<file path="config.mk">
export PLATFORM = sky130hd
export DESIGN_NAME = sysbr_uart_tx
export DESIGN_NICKNAME = d
export VERILOG_FILES = /design/src/rtl/sysbr_uart_tx_pkg.sv /design/src/rtl/sysbr_uart_tx_sync_fifo.sv /design/src/rtl/sysbr_uart_tx.sv
export SDC_FILE = /design/constraint.sdc
export NUM_CORES = 1
export LEC_CHECK = 0
export CORE_ASPECT_RATIO = 0.5
export CORE_UTILIZATION = 45
export DETAILED_ROUTE_END_ITERATION = 10
export HOLD_SLACK_MARGIN = 0.12
export PLACE_DENSITY = 0.67
export SLEW_MARGIN = 15
export SYNTH_ARGS = -nofsm -noshare
export SYNTH_HDL_FRONTEND = slang
export SYNTH_SLANG_ARGS = --single-unit
</file>
<file path="constraint.sdc">
create_clock -name clk -period 4.85 [get_ports clk]
set_clock_uncertainty 0.05 [all_clocks]
set_input_delay 0.97 -clock clk [delete_from_list [all_inputs] [get_ports clk]]
set_output_delay 0.97 -clock clk [all_outputs]
set_load 0.02 [all_outputs]
</file>
<file path="src/rtl/sysbr_uart_tx_pkg.sv">
// Shared definitions for the bridge-side UART transmitter: register map,
// STATUS/CTRL field positions, FSM encoding and the bit-period helper.
// Bus words are documented big-endian [0:31]; bit k of that numbering is
// numeric bit (31-k) here, so all positions below are numeric.
package sysbr_uart_tx_pkg;

  localparam int unsigned DATA_W      = 32;
  localparam int unsigned DIV_W       = 16;
  localparam int unsigned BYTE_W      = 8;
  localparam int unsigned CNT_FIELD_W = 8;

  // Register selects on addr[3:2]
  localparam logic [1:0] REG_TXDATA  = 2'd0;
  localparam logic [1:0] REG_STATUS  = 2'd1;
  localparam logic [1:0] REG_BAUDDIV = 2'd2;
  localparam logic [1:0] REG_CTRL    = 2'd3;

  // STATUS fields
  localparam int unsigned STAT_EMPTY_BIT = 0;
  localparam int unsigned STAT_FULL_BIT  = 1;
  localparam int unsigned STAT_BUSY_BIT  = 2;
  localparam int unsigned STAT_OVF_BIT   = 3;
  localparam int unsigned STAT_COUNT_LSB = 8;

  // CTRL fields
  localparam int unsigned CTRL_EN_BIT     = 0;
  localparam int unsigned CTRL_IRQ_EN_BIT = 1;

  typedef enum logic [1:0] {
    ST_IDLE  = 2'd0,
    ST_START = 2'd1,
    ST_DATA  = 2'd2,
    ST_STOP  = 2'd3
  } tx_state_t;

  // A programmed divider of 0 behaves as 1 clock per bit
  function automatic logic [DIV_W-1:0] eff_div(input logic [DIV_W-1:0] div);
    return (div == '0) ? DIV_W'(1) : div;
  endfunction

endpackage

</file>
<file path="src/rtl/sysbr_uart_tx_sync_fifo.sv">
// Synchronous FIFO with occupancy count. A push while full is accepted only
// if a pop happens in the same cycle; pointers wrap modulo DEPTH.
module sysbr_uart_tx_sync_fifo #(
  parameter int unsigned WIDTH = 8,
  parameter int unsigned DEPTH = 8
) (
  input  logic                     clk,
  input  logic                     rst,
  input  logic                     push,
  input  logic [WIDTH-1:0]         wdata,
  input  logic                     pop,
  output logic [WIDTH-1:0]         rdata,
  output logic                     full,
  output logic                     empty,
  output logic [$clog2(DEPTH):0]   count
);

  localparam int unsigned AW = $clog2(DEPTH);
  localparam int unsigned CW = AW + 1;

  logic [WIDTH-1:0] mem [DEPTH];
  logic [AW-1:0]    wr_ptr;
  logic [AW-1:0]    rd_ptr;
  logic             do_push;
  logic             do_pop;

  assign full    = (count == CW'(DEPTH));
  assign empty   = (count == '0);
  assign do_pop  = pop && !empty;
  assign do_push = push && (!full || do_pop);
  assign rdata   = mem[rd_ptr];

  // Storage array; contents are don't-care until written
  always_ff @(posedge clk) begin
    if (do_push) begin
      mem[wr_ptr] <= wdata;
    end
  end

  // Pointers and occupancy count
  always_ff @(posedge clk) begin
    if (rst) begin
      wr_ptr <= '0;
      rd_ptr <= '0;
      count  <= '0;
    end else begin
      if (do_push) begin
        wr_ptr <= wr_ptr + AW'(1);
      end
      if (do_pop) begin
        rd_ptr <= rd_ptr + AW'(1);
      end
      case ({do_push, do_pop})
        2'b10:   count <= count + CW'(1);
        2'b01:   count <= count - CW'(1);
        default: count <= count;
      endcase
    end
  end

endmodule

</file>
<file path="src/rtl/sysbr_uart_tx.sv">
// Memory-mapped 8N1 UART transmitter behind the bridge IO port: register
// file, transmit FIFO, baud counter and bit-timing FSM.
module sysbr_uart_tx
  import sysbr_uart_tx_pkg::*;
#(
  parameter int unsigned      FIFO_DEPTH = 8,
  parameter logic [DIV_W-1:0] DIV_RESET  = 16'd434
) (
  input  logic              clk,
  input  logic              rst,
  input  logic [3:0]        addr,
  input  logic              wr,
  input  logic [DATA_W-1:0] din,
  output logic [DATA_W-1:0] dout,
  output logic              txd,
  output logic              irq
);

  localparam int unsigned CNT_W = $clog2(FIFO_DEPTH) + 1;

  tx_state_t         state;
  logic [BYTE_W-1:0] shreg;
  logic [2:0]        bit_idx;
  logic [DIV_W-1:0]  baud_cnt;
  logic [DIV_W-1:0]  bauddiv;
  logic              en;
  logic              irq_en;
  logic              ovf;

  logic [1:0]        reg_sel;
  logic              wr_tx;
  logic              wr_stat;
  logic              wr_div;
  logic              wr_ctrl;
  logic              fifo_pop;
  logic              fifo_full;
  logic              fifo_empty;
  logic [BYTE_W-1:0] fifo_rdata;
  logic [CNT_W-1:0]  fifo_count;
  logic              overflow;
  logic              busy;
  logic              bit_end;
  logic              unused_ok;

  assign reg_sel  = addr[3:2];
  assign wr_tx    = wr && (reg_sel == REG_TXDATA);
  assign wr_stat  = wr && (reg_sel == REG_STATUS);
  assign wr_div   = wr && (reg_sel == REG_BAUDDIV);
  assign wr_ctrl  = wr && (reg_sel == REG_CTRL);
  assign busy     = (state != ST_IDLE);
  assign fifo_pop = (state == ST_IDLE) && en && !fifo_empty;
  assign overflow = wr_tx && fifo_full && !fifo_pop;
  assign bit_end  = (baud_cnt <= DIV_W'(1));
  assign unused_ok = ^{addr[1:0], din[DATA_W-1:DIV_W]};

  sysbr_uart_tx_sync_fifo #(
    .WIDTH (BYTE_W),
    .DEPTH (FIFO_DEPTH)
  ) u_fifo (
    .clk   (clk),
    .rst   (rst),
    .push  (wr_tx),
    .wdata (din[BYTE_W-1:0]),
    .pop   (fifo_pop),
    .rdata (fifo_rdata),
    .full  (fifo_full),
    .empty (fifo_empty),
    .count (fifo_count)
  );

  // Control registers, sticky overflow flag and registered interrupt
  always_ff @(posedge clk) begin
    if (rst) begin
      en      <= 1'b0;
      irq_en  <= 1'b0;
      bauddiv <= DIV_RESET;
      ovf     <= 1'b0;
      irq     <= 1'b0;
    end else begin
      if (wr_ctrl) begin
        en     <= din[CTRL_EN_BIT];
        irq_en <= din[CTRL_IRQ_EN_BIT];
      end
      if (wr_div) begin
        bauddiv <= din[DIV_W-1:0];
      end
      if (overflow) begin
        ovf <= 1'b1;
      end else if (wr_stat && din[STAT_OVF_BIT]) begin
        ovf <= 1'b0;
      end
      irq <= irq_en & fifo_empty & ~busy;
    end
  end

  // Bit-timing FSM: pops a byte in IDLE and shifts it out as start/8 data/stop
  always_ff @(posedge clk) begin
    if (rst) begin
      state    <= ST_IDLE;
      shreg    <= '0;
      bit_idx  <= '0;
      baud_cnt <= '0;
      txd      <= 1'b1;
    end else begin
      // Divider is sampled only on reloads so a BAUDDIV write never cuts a bit short
      if (state != ST_IDLE) begin
        baud_cnt <= bit_end ? eff_div(bauddiv) : baud_cnt - DIV_W'(1);
      end
      case (state)
        ST_IDLE: begin
          if (fifo_pop) begin
            state    <= ST_START;
            shreg    <= fifo_rdata;
            baud_cnt <= eff_div(bauddiv);
            txd      <= 1'b0;
          end
        end
        ST_START: begin
          if (bit_end) begin
            state   <= ST_DATA;
            bit_idx <= '0;
            txd     <= shreg[0];
            shreg   <= {1'b0, shreg[BYTE_W-1:1]};
          end
        end
        ST_DATA: begin
          if (bit_end) begin
            if (bit_idx == 3'd7) begin
              state <= ST_STOP;
              txd   <= 1'b1;
            end else begin
              bit_idx <= bit_idx + 3'd1;
              txd     <= shreg[0];
              shreg   <= {1'b0, shreg[BYTE_W-1:1]};
            end
          end
        end
        ST_STOP: begin
          if (bit_end) begin
            state <= ST_IDLE;
          end
        end
        default: state <= ST_IDLE;
      endcase
    end
  end

  // Read mux; TXDATA and unused bits read as zero
  always_comb begin
    dout = '0;
    case (reg_sel)
      REG_STATUS: begin
        dout[STAT_EMPTY_BIT] = fifo_empty;
        dout[STAT_FULL_BIT]  = fifo_full;
        dout[STAT_BUSY_BIT]  = busy;
        dout[STAT_OVF_BIT]   = ovf;
        dout[STAT_COUNT_LSB +: CNT_FIELD_W] = CNT_FIELD_W'(fifo_count);
      end
      REG_BAUDDIV: dout[DIV_W-1:0] = bauddiv;
      REG_CTRL: begin
        dout[CTRL_EN_BIT]     = en;
        dout[CTRL_IRQ_EN_BIT] = irq_en;
      end
      default: dout = '0;
    endcase
  end

endmodule

</file>
==> results of run 1 <==
layout make-up:
cell class | count | share of cell area
Inverter | 19 | 0.00999
Multi-Input combinational cell | 387 | 0.378
Clock buffer | 17 | 0.0596
Timing Repair Buffer | 43 | 0.0578
Clock inverter | 15 | 0.0191
Tap cell | 170 | 0.0298
Sequential cell | 127 | 0.446
metrics by stage:
step                std cells  total power [W]  area, um2  hold slack [ns]  worst slack (ns)
finish                    778          0.00373       7140            0.414             0.811
global route              778          0.00393       7140            0.433             0.633
CTS                       778          0.00373       7140            0.418             0.789
detailed placement        746          0.00251       6580            0.406             0.782
global placement          746          0.00250       6580            0.413             0.793
floorplan                 581          0.00227       6210            0.377              1.69
cell usage after synthesis (2+ instances only):
cell,number
edfxtp_1,64
dfxtp_1,63
nand2_1,57
a21oi_1,39
nor2_1,38
clkbuf_1,24
nand3_1,20
inv_1,19
ha_1,18
o21ai_0,17
buf_4,16
mux4_2,16
mux2i_1,15
nand2b_1,13
a22oi_1,12
nand3b_1,12
and2_1,11
nor3_1,11
nor2b_1,8
mux2_2,7
nor4_1,7
a211oi_1,6
a31oi_1,6
buf_2,4
xnor2_1,4
nand4b_1,3
o211ai_1,3
o31a_1,3
or4_1,3
xor2_1,3
a2bb2oi_1,2
a32oi_1,2
a41oi_1,2
and3_1,2
buf_1,2
buf_6,2
nor4_2,2
o221a_2,2
o22ai_1,2
o31ai_1,2
or4_4,2
worst max path at each step:
stage	to	slack, ns	start	cells past startpoint
2_1_floorplan	dout[1]	1.69	addr[2]	6
3_5_place_dp	dout[1]	0.78	addr[2]	6
3_3_place_gp	dout[1]	0.79	addr[2]	6
6_report	dout[1]	0.81	addr[2]	6
4_1_cts	dout[1]	0.79	addr[2]	6
5_1_grt	dout[1]	0.63	addr[2]	6
cells by family (layout without fill, tap and decap cells):
family | Yosys count | after routing | share of synthesized area
simple gates | 195 | 195 | 0.163
compound gates | 111 | 111 | 0.118
mux | 39 | 39 | 0.0976
flops | 127 | 127 | 0.517
other cells | 1 | 16 | 0.000609
buf+inv | 67 | 94 | 0.0539
xor+xnor | 7 | 7 | 0.00996
fa+ha+maj | 19 | 19 | 0.0398
registers in the layout, indices dropped and copies added, names as in the netlist, named ones only:
signal and cells:
txd 1, irq 1, u_fifo.wr_ptr 3, state 2, ovf 1, u_fifo.rd_ptr 3
u_fifo.mem 64, bauddiv 16, irq_en 1, baud_cnt 16, bit_idx 3, shreg 8
en 1, u_fifo.count 4
critical path, stage by stage:
cell and delay, ns:
clkdlybuf4s50_1 0.44, inv_1 0.12, ha_1 0.50, a22oi_1 0.19
a21oi_1 0.17, clkdlybuf4s50_1 0.62
power groups by stage:
stage / Clock [W] / Sequential [W] / Combinational (W)
after floorplan: 0 / 0.00129 / 0.000971
after global placement: 0 / 0.00131 / 0.00118
after detailed placement: 0 / 0.00131 / 0.00120
after CTS: 0.00123 / 0.00129 / 0.00121
after global routing: 0.00127 / 0.00131 / 0.00135
final: 0.00121 / 0.00130 / 0.00122
metal layers:
layer / routed length [um] / up-vias
met4: 184 / 0
met2: 6130 / 107
met5: 0 / -
met1: 6370 / 2123
met3: 642 / 17
li1: - / 2115
==> results.toml, run 1 <==
[status]
run_status = "finished clean"

[power]
share_comb_of_total_power = 0.327
clockPowerShare = 0.326
power.switching_w = 0.00137
pwr-share-seq = 0.348
p_int_w = 0.00235
power_density_nw_per_um2 = 522
p_leak_nw = 2.54
swShare = 0.369
ir_drop_mv = 0.397

[clock_network]
cts_hold_buf = 0
cts_resized = 0
cts.path.max_buffers = 2
clock_sinks = 127
clock_latency_ns = 0.42
post_cts_buffers = 0
numCtsBuffers = 17
cts.htree.levels = 4
clk_pin_slew_ns = 0.06
clockRootBuffer = "clkbuf_16"
cts_tree = "built"

[final_layout]
fin_nets = 653
regArea_um2 = 3180
area_growth_pct = 16.0
final_util = 0.550
antenna_cells = 0
final_common_cell = "edfxtp_1"
fill_cells = 1108
layout-drive-gt1-share = 0.115
multiInputGateArea_um2 = 2700
layout_common_cells = "64 x edfxtp_1, 62 x dfxtp_1, 57 x nand2_1, 39 x a21oi_1, 38 x nor2_1"

[logic_synthesis]
ys_types = 63
synth_top_area_cell = "edfxtp_1"
netlist_area_um2 = 6160
ys_top_cells_by_area = "edfxtp_1 31%, dfxtp_1 20%, mux4_2 5.9%"
avgSynthCellArea_um2 = 10.9
synth_edf_count = 64
yosysSeqAreaShare = 0.517
yosysWarnings = 0
ys.flop_type = "edfxtp_1"
synthCells = 566
netlist.area_leader.share = 0.312
ys_seq_elements = 127
synth-async-reset-ratio = 0

[grt]
grt_max_degree = 52
antenna_found_initial = 0
grt-busiest-layer = "met2"
grt_usage = 0.200
use_met2 = 0.311
met1_usage = 0.269
grt_first_pass_wirelength_um = 21600
groute.layer.met3.usage = 0.0481
first_global_vias = 4158
grt.overflow.total = 0

[critical_path]
cp.required_ns = 3.83
cp.arrival_ns = 3.02
ff2ff_path_depth = 6
start_kind = "input port"
r2r_end = "u_fifo.mem[6][7]"
cp-end-kind = "primary output"
ff2ff_setup_slack_ns = 1.78
critPathKind = "input port to primary output"
worstPathMaxFanout = 18
r2r_start = "state[0]"

[floorplanning]
die_y_um = 84.7
rows = 29
fp.dieW_um = 167
initial_core_util = 0.474
pin_count = 73
dieArea_um2 = 14200
core_um2 = 13000

[drt]
ant_nets = 0
wl_um = 13300
vias_per_cell = 5.61
drc = 0
post_drt_wl_per_cell_um = 17.1
drt_pass1_iterations = 4
drt_iter0_drc = 379
vias = 4362

[hold_path]
min_path_type = "register to register"
hold_depth = 2
min_to = "irq"
min-delay-start = "irq_en"

[place]
port_buffers = 38
dp_hpwl_um = 8860
gp_congestion = 0.815

[timing]
hold_violations = 0
period_needed_ns = 4.04
fmax_mhz = 248
max_slew_margin = 0.234
report.final.slew_viol_count = 0
tightest_slew_ns = 1.15
setup_viol = 0
rsz0062_at_grt = "no"
finalCritPeriodShare = 0.833
tns_ns = 0

[run]
maxCapViolations = 0
No activity file was read; power rests on OpenSTA's default activity.
==> inputs of run 2 (changes only) <==
--- a/config.mk
+++ b/config.mk
@@ -9,7 +9,7 @@
 export CORE_UTILIZATION = 45
 export DETAILED_ROUTE_END_ITERATION = 10
 export HOLD_SLACK_MARGIN = 0.12
-export PLACE_DENSITY = 0.67
+export PLACE_DENSITY = 0.69
 export SLEW_MARGIN = 15
 export SYNTH_ARGS = -nofsm -noshare
 export SYNTH_HDL_FRONTEND = slang
==> constraint.sdc (replaced) <==
create_clock -name clk -period 3.7 [get_ports clk]
set_clock_uncertainty 0.05 [all_clocks]
set_input_delay 0.74 -clock clk [delete_from_list [all_inputs] [get_ports clk]]
set_output_delay 0.74 -clock clk [all_outputs]
set_load 0.02 [all_outputs]
==> run 2 against run 1 <==
  * Count of clock-buffer cells in the layout is the same
  * Sequential share of layout area shrank 0.75 points
  * Hold slack lost 0.011 ns
  * Wire length grew 5.2%
  * Non-clock buffer count grew 11
  * Total power grew 35%
  * Critical path depth is the same
  * Core utilization grew 0.92 points
  * Die area is the same
  * First-iteration DRC count shrank 9.8%
  * Via count grew 3.0%
  * Largest cell class unchanged
==> results.toml, run 2 (synthesized netlist as in run 1, its figures left out) <==
[drt]
drt_iter0_drc = 342
vias_per_cell = 5.69
drt_pass1_iterations = 5
drc = 0
post_drt_wl_per_cell_um = 17.8
ant_nets = 0
wl_um = 14000
vias = 4493

[final_layout]
area_growth_pct = 17.9
antenna_cells = 0
top_register = "u_fifo.mem"
final_common_cell = "edfxtp_1"
design_area_um2 = 7260
multiInputGateArea_um2 = 2700
layout-drive-gt1-share = 0.131
layout_common_cells = "64 x edfxtp_1, 63 x dfxtp_1, 57 x nand2_1, 39 x a21oi_1, 38 x nor2_1"
largest_reg_flops = 64
top_regs = "u_fifo.mem x64, baud_cnt x16, bauddiv x16"
fill_cells = 1095
regArea_um2 = 3180
fin_nets = 664
fin_cells = 789
final_util = 0.559

[place]
port_buffers = 38
placed_area_um2 = 6660
gp_congestion = 0.863
placed_cells = 757
dp_hpwl_um = 9190

[floorplanning]
initial_core_util = 0.474
die_y_um = 84.7
pin_count = 73
dieArea_um2 = 14200
rows = 29
core_um2 = 13000
fp.dieW_um = 167

[power]
power_density_nw_per_um2 = 692
p_leak_nw = 2.61
p_int_w = 0.00318
ir_drop_mv = 0.421
pwr-share-seq = 0.338
share_comb_of_total_power = 0.322
power.switching_w = 0.00184
clockPowerShare = 0.340
swShare = 0.366

[critical_path]
start_kind = "input port"
critPathKind = "input port to primary output"
crit_top_cell = "clkdlybuf4s50_1"
crit_path_max_incr_delay_ns = 0.61
cp_top_family = "buffers and inverters"
cp.required_ns = 2.91
worstPathMaxFanout = 15
cp.buffers_inverters = 3
cp.arrival_ns = 2.75
crit_chain = "clkdlybuf4s50_1, inv_1, ha_1, a22oi_1, a21oi_1, clkdlybuf4s50_1"
cp-end-kind = "primary output"
ff2ff_setup_slack_ns = 0.58
crit_path_top_delay_cell = "clkdlybuf4s50_1"

[timing]
setup_viol = 0
period_needed_ns = 3.54
finalCritPeriodShare = 0.958
report.final.slew_viol_count = 0
tns_ns = 0
fmax_mhz = 282
hold_violations = 0
max_slew_margin = 0.448
hold_ws_ns = 0.403
rsz0062_at_grt = "no"
tightest_slew_ns = 0.827

[run]
maxCapViolations = 0

[clock_network]
clk_pin_slew_ns = 0.06
clock_sinks = 127
post_cts_buffers = 0
clockRootBuffer = "clkbuf_16"
numCtsBuffers = 17
clock_latency_ns = 0.42
cts.htree.levels = 4
cts_hold_buf = 0
cts.path.max_buffers = 2
cts_resized = 0
cts_tree = "built"

[grt]
grt_max_degree = 40
antenna_found_initial = 0
grt_first_pass_wirelength_um = 22100
grt_usage = 0.207
grt.overflow.total = 0
first_global_vias = 4181

[hold_path]
min_path_type = "register to register"

[status]
run_status = "finished clean"
## run 2: changes by cell type in the layout (fill, tap and decap cells not counted), moves of 2 or more
cell / before / now
inv_8: 1 / 3
clkinv_2: 3 / 1
buf_4: 5 / 16
clkinv_4: 3 / 1
## run 2: worst reg2reg max path, delay by kind of cell (launching register included)
| kind | cells | cell delay, ns |
|---|---|---|
| buffers and inverters | 2 | 0.28 |
| DFF | 1 | 0.33 |
| and+or+nand+nor | 4 | 0.76 |
| adders and majority gates | 2 | 0.77 |
| muxes | 1 | 0.23 |
| AOI/OAI and AO/OA | 2 | 0.36 |
| xor gates and xnor gates | 1 | 0.20 |
## run 2: through the flow
step           setup WS (ns)  total power, W
5_1_grt              0.00778         0.00528
3_3_place_gp           0.181         0.00328
4_1_cts                0.156         0.00500
2_1_floorplan          0.998         0.00297
6_report               0.156         0.00502
3_5_place_dp           0.157         0.00330
## run 2: area by class of cell
| class | count | area share |
|---|---|---|
| Clock buffer | 17 | 0.0586 |
| Clock inverter | 15 | 0.0240 |
| Tap cell | 170 | 0.0293 |
| Inverter | 19 | 0.00982 |
| Timing Repair Buffer | 54 | 0.0683 |
| Multi-Input combinational cell | 387 | 0.372 |
| Sequential cell | 127 | 0.438 |
## run 2: path summary, 6_finish.rpt
| path | start | end | depth (start not counted) |
|---|---|---|---|
| min | irq_en | irq | 2 |
| max | addr[2] | dout[1] | 6 |
| max reg2reg | state[0] | u_fifo.count[3] | 12 |
| min reg2reg | irq_en | irq | 2 |
## run 2: metal layers
layer  vias up  track usage  part of all wire
li1       2130            -                 -
met1      2203        0.273              0.46
met2       142        0.333              0.47
met3        18       0.0462             0.051
met4         0       0.0834             0.015
met5         -            0                 0
## run 2: power groups by stage
| stage | clock, W | combinational, W | sequential (W) |
|---|---|---|---|
| after floorplan | 0 | 0.00127 | 0.00170 |
| after global placement | 0 | 0.00156 | 0.00172 |
| after detailed placement | 0 | 0.00158 | 0.00172 |
| after CTS | 0.00172 | 0.00159 | 0.00169 |
| after global routing | 0.00179 | 0.00177 | 0.00171 |
| final | 0.00171 | 0.00162 | 0.00170 |
